$ cat config.mk
export PLATFORM = sky130hd
export DESIGN_NAME = fifo_traffic_master
export DESIGN_NICKNAME = d
export VERILOG_FILES = /design/src/rtl/fifo_traffic_master.sv
export SDC_FILE = /design/constraint.sdc
export NUM_CORES = 1
export LEC_CHECK = 0
export BUFFER_PORTS_ARGS = -buffer_cell sky130_fd_sc_hd__clkbuf_2
export CAP_MARGIN = 10
export CORE_ASPECT_RATIO = 1.4
export CORE_MARGIN = 2
export CORE_UTILIZATION = 40
export DETAILED_ROUTE_END_ITERATION = 8
export HOLD_SLACK_MARGIN = 0.1
export PLACE_DENSITY = 0.71
export REMOVE_ABC_BUFFERS = 1
export SETUP_SLACK_MARGIN = 0.4
export SLEW_MARGIN = 40
export SYNTH_ARGS = -nofsm -noshare
export SYNTH_HDL_FRONTEND = slang
export SYNTH_SLANG_ARGS = --single-unit
$ cat constraint.sdc
create_clock -name clk -period 5.7 [get_ports clk]
set_clock_uncertainty 0.15 [all_clocks]
set_input_delay 0.57 -clock clk [delete_from_list [all_inputs] [get_ports clk]]
set_output_delay 0.57 -clock clk [all_outputs]
set_load 0.005 [all_outputs]
$ cat src/rtl/fifo_traffic_master.sv
// fifo_traffic_master: command-driven FIFO initiator that writes an incrementing
// pattern, checks read data and write acks in order, and counts flag events.
module fifo_traffic_master #(
  parameter int FIFO_WIDTH = 16,
  parameter int FIFO_DEPTH = 8,
  parameter int LEN_W      = 8,
  parameter int CNT_W      = 16
) (
  input  logic                  clk,
  input  logic                  rst_n,
  input  logic                  cmd_valid,
  output logic                  cmd_ready,
  input  logic [1:0]            cmd_op,
  input  logic [LEN_W-1:0]      cmd_wlen,
  input  logic [LEN_W-1:0]      cmd_rlen,
  input  logic                  cmd_force,
  output logic [FIFO_WIDTH-1:0] data_in,
  output logic                  wr_en,
  output logic                  rd_en,
  input  logic [FIFO_WIDTH-1:0] data_out,
  input  logic                  wr_ack,
  input  logic                  overflow,
  input  logic                  underflow,
  input  logic                  full,
  input  logic                  empty,
  input  logic                  almostfull,
  input  logic                  almostempty,
  output logic                  busy,
  output logic                  done,
  output logic [CNT_W-1:0]      err_cnt,
  output logic [CNT_W-1:0]      ovf_cnt,
  output logic [CNT_W-1:0]      udf_cnt
);

  localparam logic [1:0] OP_WRITE = 2'd0;
  localparam logic [1:0] OP_READ  = 2'd1;
  localparam logic [1:0] OP_MIXED = 2'd2;

  typedef enum logic [1:0] {S_IDLE, S_RUN, S_DRAIN, S_DONE} state_e;

  state_e                  state_q, state_d;
  logic [LEN_W-1:0]        wrem_q, wrem_d, rrem_q, rrem_d;
  logic                    force_q, force_d;
  logic [FIFO_WIDTH-1:0]   wr_pat_q, wr_pat_d, rd_pat_q, rd_pat_d, exp_q, exp_d;
  logic                    chk_pend_q, chk_pend_d, ack_exp_q, ack_exp_d;
  logic [CNT_W-1:0]        err_cnt_q, err_cnt_d, ovf_cnt_q, ovf_cnt_d, udf_cnt_q, udf_cnt_d;
  logic                    busy_q, busy_d, done_q, done_d, cmd_ready_q, cmd_ready_d;
  logic                    wr_req, rd_req, wr_fire, rd_fire, data_err, ack_err, flag_win;
  logic [1:0]              err_inc;
  logic                    unused_inputs;

  // Watermark flags and the depth are informational only.
  assign unused_inputs = ^{almostfull, almostempty, FIFO_DEPTH[0]};

  function automatic logic [CNT_W-1:0] sat_add(input logic [CNT_W-1:0] a, input logic [1:0] inc);
    logic [CNT_W:0] s;
    s = {1'b0, a} + {{(CNT_W-1){1'b0}}, inc};
    return s[CNT_W] ? '1 : s[CNT_W-1:0];
  endfunction

  always_comb begin
    wr_req   = (state_q == S_RUN) && (wrem_q != '0) && (force_q || !full);
    rd_req   = (state_q == S_RUN) && (rrem_q != '0) && (force_q || !empty);
    wr_fire  = wr_req && !full;
    rd_fire  = rd_req && !empty;
    data_err = chk_pend_q && (data_out != exp_q);
    ack_err  = (wr_ack != ack_exp_q);
    err_inc  = {1'b0, data_err} + {1'b0, ack_err};
    flag_win = (state_q == S_RUN) || (state_q == S_DRAIN);

    state_d    = state_q;
    wrem_d     = wrem_q;
    rrem_d     = rrem_q;
    force_d    = force_q;
    wr_pat_d   = wr_fire ? wr_pat_q + FIFO_WIDTH'(1) : wr_pat_q;
    rd_pat_d   = rd_fire ? rd_pat_q + FIFO_WIDTH'(1) : rd_pat_q;
    exp_d      = rd_fire ? rd_pat_q : exp_q;
    chk_pend_d = rd_fire;
    ack_exp_d  = wr_fire;
    err_cnt_d  = sat_add(err_cnt_q, err_inc);
    ovf_cnt_d  = sat_add(ovf_cnt_q, {1'b0, flag_win && overflow});
    udf_cnt_d  = sat_add(udf_cnt_q, {1'b0, flag_win && underflow});

    case (state_q)
      S_IDLE: begin
        if (cmd_valid) begin
          state_d = S_RUN;
          force_d = cmd_force;
          wrem_d  = (cmd_op == OP_WRITE || cmd_op == OP_MIXED) ? cmd_wlen : '0;
          rrem_d  = (cmd_op == OP_READ  || cmd_op == OP_MIXED) ? cmd_rlen : '0;
        end
      end
      S_RUN: begin
        // Every issued request consumes length, even one the FIFO rejects.
        if (wr_req) wrem_d = wrem_q - LEN_W'(1);
        if (rd_req) rrem_d = rrem_q - LEN_W'(1);
        if (wrem_q == '0 && rrem_q == '0) state_d = S_DRAIN;
      end
      S_DRAIN: state_d = S_DONE;
      S_DONE:  state_d = S_IDLE;
      default: state_d = S_IDLE;
    endcase

    busy_d      = (state_d != S_IDLE);
    done_d      = (state_d == S_DONE);
    cmd_ready_d = (state_d == S_IDLE);
  end

  always_ff @(posedge clk or negedge rst_n) begin
    if (!rst_n) begin
      state_q     <= S_IDLE;
      wrem_q      <= '0;
      rrem_q      <= '0;
      force_q     <= 1'b0;
      wr_pat_q    <= '0;
      rd_pat_q    <= '0;
      exp_q       <= '0;
      chk_pend_q  <= 1'b0;
      ack_exp_q   <= 1'b0;
      err_cnt_q   <= '0;
      ovf_cnt_q   <= '0;
      udf_cnt_q   <= '0;
      busy_q      <= 1'b0;
      done_q      <= 1'b0;
      cmd_ready_q <= 1'b1;
    end else begin
      state_q     <= state_d;
      wrem_q      <= wrem_d;
      rrem_q      <= rrem_d;
      force_q     <= force_d;
      wr_pat_q    <= wr_pat_d;
      rd_pat_q    <= rd_pat_d;
      exp_q       <= exp_d;
      chk_pend_q  <= chk_pend_d;
      ack_exp_q   <= ack_exp_d;
      err_cnt_q   <= err_cnt_d;
      ovf_cnt_q   <= ovf_cnt_d;
      udf_cnt_q   <= udf_cnt_d;
      busy_q      <= busy_d;
      done_q      <= done_d;
      cmd_ready_q <= cmd_ready_d;
    end
  end

  assign data_in   = wr_pat_q;
  assign wr_en     = wr_req;
  assign rd_en     = rd_req;
  assign busy      = busy_q;
  assign done      = done_q;
  assign cmd_ready = cmd_ready_q;
  assign err_cnt   = err_cnt_q;
  assign ovf_cnt   = ovf_cnt_q;
  assign udf_cnt   = udf_cnt_q;

endmodule

==> Word-level counts from Yosys, hierarchy flattened <==
Cells that the tools add are included.
{ "classes": {"addsub": 8, "eq_ne": 11, "muxes": 14, "reduce_logical": 29} }
{ "ops": {"columns": ["op", "n"], "rows": [
  ["two-way mux 16 bit", 3],
  ["two-way mux 8 bit", 6],
  ["adder 16 x 1 -> 17 bit", 2],
  ["adder 16 x 1 -> 16 bit (second input constant)", 2],
  ["one-hot mux 8 bit (2 select lines)", 2],
  ["adder 16 x 2 -> 17 bit", 1],
  ["logical NOT 8 bit", 2],
  ["!= test 16 bit", 1],
  ["nonzero test 8 bit", 2],
  ["subtractor 8 x 1 -> 8 bit (second input constant)", 2],
  ["logical AND 1 bit", 10],
  ["== test 2 bit (second input constant)", 4],
  ["one-hot mux 2 bit (4 select lines)", 1],
  ["logical NOT 2 bit", 3],
  ["!= test 2 bit (second input constant)", 3],
  ["AND reduction 3 bit", 2],
  ["logical OR 1 bit", 5],
  ["== test 2 x 1 -> 1 bit (second input constant)", 2],
  ["two-way mux 2 bit", 2],
  ["nonzero test 2 bit", 2],
  ["adder 1 x 1 -> 2 bit", 1],
  ["logical NOT 1 bit", 2],
  ["AND reduction 2 bit", 1],
  ["!= test 1 bit", 1]
]} }
{ "totals": {"regBits": 120, "in_bits": 45, "output_inout_bits": 69, "elab_cells": 77} }

==> Longest topological paths before layout <==
Gate-level depths: netlist (run 1).
{ "depth": {"ltp_word": 5, "mapped_depth": 10, "mapped_depth_nobuf": 9} }

==> Worst setup path after synthesis (run 1) <==
No wires, ideal clock.
{ "synth_timing": {"kind": "input to register", "startpoint": "input port data_out[10]", "endpoint": "register err_cnt_q[10] (netlist: err_cnt[10])", "setup_ns": 0.123, "arrival_time_ns": 2.506, "required_ns": 5.427, "slack_ns": 2.921, "cell_stages": 10, "n_path_buf": 2, "path_cell_list": "xnor2_1 -> nand4_1 -> o41a_1 -> fa_1 -> ha_1 -> clkbuf_1 -> nand3_1 -> or3_1 -> buf_2 -> nand2_1"} }
{ "synth_between": {"elab_chain_cells": 5} }
{ "synth_lines": {"columns": ["element", "line_no", "source"], "rows": [
  ["from (decl)", "20", "input logic [FIFO_WIDTH-1:0] data_out,"],
  ["!= test 16 bit", "66", "data_err = chk_pend_q && (data_out != exp_q);"],
  ["logical AND 1 bit", "66", null],
  ["adder 1 x 1 -> 2 bit", "68", "err_inc = {1'b0, data_err} + {1'b0, ack_err};"],
  ["adder 16 x 2 -> 17 bit", "57", "s = {1'b0, a} + {{(CNT_W-1){1'b0}}, inc};"],
  ["two-way mux 16 bit", "58", "return s[CNT_W] ? '1 : s[CNT_W-1:0];"],
  ["net err_cnt_d[10]", "46", "logic [CNT_W-1:0] err_cnt_q, err_cnt_d, ovf_cnt_q, ovf_cnt_d, udf_cnt_q, udf_cnt_d;"],
  ["to (signal assigned)", "136", "err_cnt_q <= err_cnt_d;"],
  ["to (decl)", "46", null]
]} }
The timed path passes the listed nets, and every way through them passes these cells.
A chain may end at the register's enable or synchronous reset.

==> Worst setup path in the final report (run 1) <==
{ "layout_timing": {"startpoint": "register state_q[0]", "endpoint": "register ovf_cnt_q[3] (netlist: ovf_cnt[3])"} }
{ "layout_between": {"elab_chain_cells": 5, "word_cells_on_any_way": 6, "cone_classes": "1 x add/sub; 2 x eq/ne; 1 x mux; 2 x reduce/logical"} }
{ "layout_lines": {"columns": ["element", "line_no", "source"], "rows": [
  ["from (decl)", "41", "state_e state_q, state_d;"],
  ["from (signal assigned)", "127", "state_q <= state_d;"],
  ["== test 2 x 1 -> 1 bit or == test 2 bit (tied branches)", "69", "flag_win = (state_q == S_RUN) || (state_q == S_DRAIN);"],
  ["logical OR 1 bit *", "69", null],
  ["logical AND 1 bit *", "81", "ovf_cnt_d = sat_add(ovf_cnt_q, {1'b0, flag_win && overflow});"],
  ["adder 16 x 1 -> 17 bit *", "57", null],
  ["two-way mux 16 bit *", "58", null],
  ["net ovf_cnt_d[3]", "46", null],
  ["to (signal assigned)", "137", "ovf_cnt_q <= ovf_cnt_d;"],
  ["to (decl)", "46", null]
]} }
Mark *: on every way through the listed nets, which the timed path passes. The rest lies on a longest branch.

==> results of run 1 <==
[worst max-delay path: stages, from the launching register on]
cell and delay [ns]:
dfrtp_1 0.40, inv_1 0.09, ha_1 0.32, and2_1 0.14
ha_1 0.23, ha_1 0.25, nand4_1 0.19, nor3_1 0.51
nand3_1 0.50, o21ai_0 0.21
[synthesized netlist by cell type (2+ instances only)]
library cell / instances
a211o_1: 4
a211oi_1: 4
a21o_1: 2
a21o_4: 2
a21oi_1: 15
a22oi_1: 2
a31oi_1: 3
a32oi_1: 4
and2_1: 4
and3_1: 11
and4_1: 7
buf_2: 4
buf_6: 4
clkbuf_1: 6
dfrtp_1: 119
ha_1: 16
inv_1: 12
mux2_2: 20
mux2_4: 11
nand2_1: 64
nand2b_1: 12
nand3_1: 35
nand4_1: 31
nand4b_1: 2
nor2_1: 22
nor2b_1: 2
nor3_1: 14
nor3b_1: 2
nor4_1: 6
nor4_4: 2
o21ai_0: 20
o2bb2ai_1: 5
or3_1: 2
xnor2_1: 56
xor2_1: 21
[per-stage QoR]
| stage | instances | power (mW) |
|---|---|---|
| final | 891 | 3.59 |
| after global routing | 891 | 3.82 |
| after CTS | 891 | 3.62 |
| after detailed placement | 858 | 2.43 |
| after global placement | 858 | 2.36 |
| after floorplan | 552 | 2.04 |
[power breakdown]
group,switching (mW),total (mW),internal [mW]
logic,0.582,1.10,0.522
clock network,0.415,1.17,0.755
registers,0.257,1.32,1.06
total,1.25,3.59,2.34
[per-layer routing]
metal,wire [microns],vias to the layer above,track usage,share of wire
met2,7420,156,0.309,0.52
met5,0,-,0,0
li1,-,2270,-,-
met1,5810,2375,0.217,0.41
met3,540,24,0.0342,0.038
met4,364,0,0.0840,0.026
[cells by family (layout without fill, tap and decap cells)]
logic type | count (synthesis) | in the layout | share of synthesized area
buffers and inverters | 28 | 160 | 0.0231
adder cells (fa/ha/maj) | 17 | 17 | 0.0360
AO/OA/AOI/OAI | 74 | 74 | 0.0863
multiplexers | 32 | 32 | 0.0654
flip-flops | 120 | 120 | 0.491
XOR/XNOR | 77 | 77 | 0.110
AND/OR/NAND/NOR | 219 | 219 | 0.188
[area by class of cell]
type                            count  area, sq um  share of cell area
Inverter                           13         48.8             0.00650
Clock inverter                     14          209              0.0278
Clock buffer                       18          439              0.0585
Sequential cell                   120         3000               0.400
Timing Repair Buffer              115          594              0.0791
Multi-Input combinational cell    419         2970               0.396
Tap cell                          192          240              0.0320
[registers in the layout, indices dropped and copies added, names as in the netlist]
signal,count
exp_q,16
err_cnt,16
wrem_q,8
ack_exp_q,1
rd_pat_q,16
rrem_q,8
ovf_cnt,16
udf_cnt,16
chk_pend_q,1
busy,1
state_q,2
done,1
force_q,1
data_in,16
cmd_ready,1
[path summary, 6_finish.rpt]
kind,to,cells after the start
setup / recovery,ovf_cnt[3],9
hold / removal,force_q,2
setup reg to reg,ovf_cnt[3],9
hold reg to reg,rd_pat_q[15],1
max in group asynchronous,ovf_cnt[11],3
min in group asynchronous,ovf_cnt[0],2
==> impl_metrics.yaml, run 1 <==
drt:
  vias: 4825
  via_per_inst: 5.42
  routed_wirelength_mm: 14.1
  first_pass_iters: 5
  wire_per_inst_microns: 15.9
  antenna_left: 0
  route.detailed.drc: 0
  drt_iter0_drc: 286
clock_tree:
  cts_tree: "built"
  clk-insertion-delay-late_ns: 0.41
  htree_levels: 4
  postCtsSetupRepairBufs: 0
  clock-sinks: 120
  clk_pin_slew_ns: 0.06
  hold_buffers: 1
  cts_repair_resize_count: 0
  cts_root_buf: "clkbuf_16"
  cts_inserted_buffers: 17
  cts_buffer_depth: 2
sta:
  tns_ns: 0
  fmax_mhz: 328
  finalSetupViolCount: 0
  hold_ws_ns: 0.261
  tightest_slew_ns: 0.728
  rsz0062_at_grt: "false"
  slew_headroom: 0.514
  post-route-period-util: 0.535
  final.min_clock_period_ns: 3.05
  hold_viol_final: 0
  finalMaxSlewViolations: 0
  setup_ws_ns: 2.65
layout:
  final_cell_mix: "dfrtp_1 (119), clkbuf_2 (110), nand2_1 (64), xnor2_1 (56), nand3_1 (35)"
  fillers: 1360
  nets: 748
  final_common_cell: "dfrtp_1"
  drive_above_1_share: 0.268
  stdcell_area_sq_um: 7510
  utilization: 0.501
  syn_to_final_growth_pct: 22.7
  num_antenna_cells: 0
worst_setup_path:
  cp.arrival_ns: 3.23
  worstPathMaxFanout: 13
  critPathLaunch: "state_q[0]"
  worstPathRequired_ns: 5.88
  r2r_start: "state_q[0]"
  r2r_slack_ns: 2.65
  critical_path_class: "reg2reg"
  end_kind: "flop"
  critPathLaunchType: "flop"
min_path:
  min_path_type: "in2reg"
  worstHoldStart: "cmd_force"
logic_synthesis:
  yosys.area.top_type: "dfrtp_1"
  yosys_warnings: 0
  async_flop_share: 1.00
  ys_ff_latch: 120
  synth_flop_cell: "dfrtp_1"
  synth_top_area_share: 0.487
  syn_inst: 567
  synth_edf_count: 0
  synth_cell_type_count: 56
  yosysSeqAreaShare: 0.491
  avgSynthCellArea_sq_um: 10.8
  synth_area_sq_um: 6120
  synthTopCellsByArea: "dfrtp_1 (49%), xnor2_1 (8.0%), nand2_1 (3.9%)"
grt:
  grt.overflow.total: 0
  grt_usage: 0.180
  grt_max_degree: 75
  grt_pass1_wl_mm: 23.1
  grt_pass1_vias: 4709
  antenna_found_initial: 0
run:
  maxCapViolations: 0
floorplanning:
  start_util: 0.408
  dieArea_sq_um: 16300
  core_area_sq_um: 15000
  rows: 53
  io_pins: 114
  die_w_microns: 109
  die_y_microns: 150
power_and_ir_drop:
  p_leak_nw: 3.53
  p_per_area_nw_per_um2: 478
  ir_worst_vdd_mv: 0.230
placement:
  placed_cell_area_sq_um: 6850
  finalWeightedCongestion: 0.864
  dp_slack_ns: 2.48
  hpwl_mm: 10.1
  numPortBuffers: 111
outcome:
  status: "finished, final reports clean"
(Power assumes the default switching activity.)
==> run 2, diff against run 1 <==
==> constraint.sdc (replaced) <==
create_clock -name clk -period 2.9 [get_ports clk]
set_clock_uncertainty 0.15 [all_clocks]
set_input_delay 0.29 -clock clk [delete_from_list [all_inputs] [get_ports clk]]
set_output_delay 0.29 -clock clk [all_outputs]
set_load 0.005 [all_outputs]
==> run 2 against run 1 <==
  * First-iteration DRC count decreased by 10%
  * Critical path depth unchanged
  * Sequential share of layout area decreased by 2.4 points
  * Cell count increased by 3.9%
  * Sequential power increased by 97%
  * Critical path type unchanged
  * Critical endpoint is now err_cnt[0]
==> impl_metrics.yaml, run 2 (synthesized netlist as in run 1, its figures left out) <==
worst_setup_path:
  critPathLaunchType: "flop"
  end_kind: "flop"
  worstPathMaxFanout: 6
  cp.arrival_ns: 2.60
  worstPathRequired_ns: 3.03
  critical_path_class: "reg2reg"
  r2r_cells: 9
clock_tree:
  htree_levels: 4
  cts_tree: "built"
  clock-sinks: 120
  cts_buffer_depth: 2
  cts_inserted_buffers: 17
  clk-insertion-delay-late_ns: 0.40
  cts_root_buf: "clkbuf_16"
  clk_pin_slew_ns: 0.06
sta:
  hold_viol_final: 0
  post-route-period-util: 0.850
  finalSetupViolCount: 0
  final.min_clock_period_ns: 2.47
  setup_ws_ns: 0.435
  finalMaxSlewViolations: 0
  fmax_mhz: 406
  slew_headroom: 0.547
  tightest_slew_ns: 0.679
  rsz0062_at_grt: "true"
layout:
  seqCellArea_sq_um: 3010
  fin_cells: 926
  final_cell_mix: "dfrtp_1 (118), clkbuf_2 (110), xnor2_1 (55), nand2_1 (53), nand3_1 (33)"
  syn_to_final_growth_pct: 30.6
  stdcell_area_sq_um: 7990
  utilization: 0.533
  num_antenna_cells: 0
  nets: 783
  fillers: 1354
  multi_input_area_sq_um: 3130
  final_common_cell: "dfrtp_1"
  drive_above_1_share: 0.328
drt:
  routed_wirelength_mm: 14.5
  first_pass_iters: 5
  via_per_inst: 5.38
  route.detailed.drc: 0
  antenna_left: 0
  wire_per_inst_microns: 15.6
  vias: 4980
  drt_iter0_drc: 257
grt:
  grt_pass1_vias: 4832
  antenna_found_initial: 0
  grt_max_degree: 73
  grt.overflow.total: 0
  grt_pass1_wl_mm: 23.2
  grt_usage: 0.179
power_and_ir_drop:
  finalPower_mw: 7.33
  p_per_area_nw_per_um2: 917
  p_leak_nw: 3.70
  ir_worst_vdd_mv: 0.466
floorplanning:
  io_pins: 114
  dieArea_sq_um: 16300
  core_area_sq_um: 15000
  die_y_microns: 150
  die_w_microns: 109
  start_util: 0.408
  rows: 53
placement:
  dp_slack_ns: 0.147
  dp.cells: 865
  finalWeightedCongestion: 0.862
  placed_cell_area_sq_um: 6910
  hpwl_mm: 10.0
  numPortBuffers: 111
min_path:
  hold_path_depth: 3
  min_path_type: "in2reg"
run:
  maxCapViolations: 0
outcome:
  status: "finished, final reports clean"
## run 2: changes by cell type in the layout (fill, tap and decap cells not counted), sizes merged
cell / previous run / this run
clkinv: 3 / 4
inv: 19 / 15
dlygate4sd3: 1 / 15
bufinv: 4 / 5
clkinvlp: 1 / 3
buf: 4 / 25
## run 2: routing by layer
| layer | GRT usage | up-vias | wire, microns |
|---|---|---|---|
| met1 | 0.214 | 2475 | 5760 |
| met3 | 0.0338 | 29 | 519 |
| met4 | 0.0821 | 0 | 387 |
| met2 | 0.310 | 140 | 7790 |
| met5 | 0 | - | 0 |
| li1 | - | 2336 | - |
## run 2: path summary, 6_finish.rpt
check                                  from  slack [ns]           to
worst max-delay path               exp_q[0]        0.43   err_cnt[0]
worst min-delay path            cmd_wlen[7]        0.13    wrem_q[7]
worst max register to register     exp_q[0]        0.43   err_cnt[0]
worst min register to register  data_in[15]        0.34  data_in[15]
max in group asynchronous             rst_n        1.46    wrem_q[0]
min in group asynchronous             rst_n        0.30  ovf_cnt[14]
## run 2: repair_timing
item,CTS,global route
gates resized for setup,31,13
endpoints found under the hold margin,62,0
setup buffers,5,9
hold buffers,15,0
setup endpoints to repair,46,42
pin swaps,10,14
## run 2: critical path: stages (launching register included)
cell,delay (ns)
dfrtp_1,0.39
xnor2_1,0.15
nand4_1,0.12
o41a_1,0.46
fa_2,0.44
ha_4,0.22
nand3_4,0.08
or3_4,0.15
buf_6,0.13
nand2b_1,0.05
## run 2: final cells by class
type                    instances  area share
inverters                      13     0.00611
well taps                     192      0.0301
clock buffers                  18      0.0537
flip-flops and latches        120       0.376
multi-input cells             419       0.392
repair buffers                150       0.115
clock inverters                14      0.0277
## run 2: metrics by stage
stage / setup TNS [ns] / hold WS, ns
2_1_floorplan: -0.705 / -0.156
5_1_grt: 0 / 0.137
4_1_cts: 0 / 0.112
3_3_place_gp: 0 / 0.188
6_report: 0 / 0.126
3_5_place_dp: 0 / 0.208
## run 2: where the power goes
group          internal [mW]  total, mW  switching [mW]
clock network           1.53       2.30           0.767
registers               2.08       2.60           0.514
logic                   1.21       2.43            1.23
total                   4.83       7.33            2.51
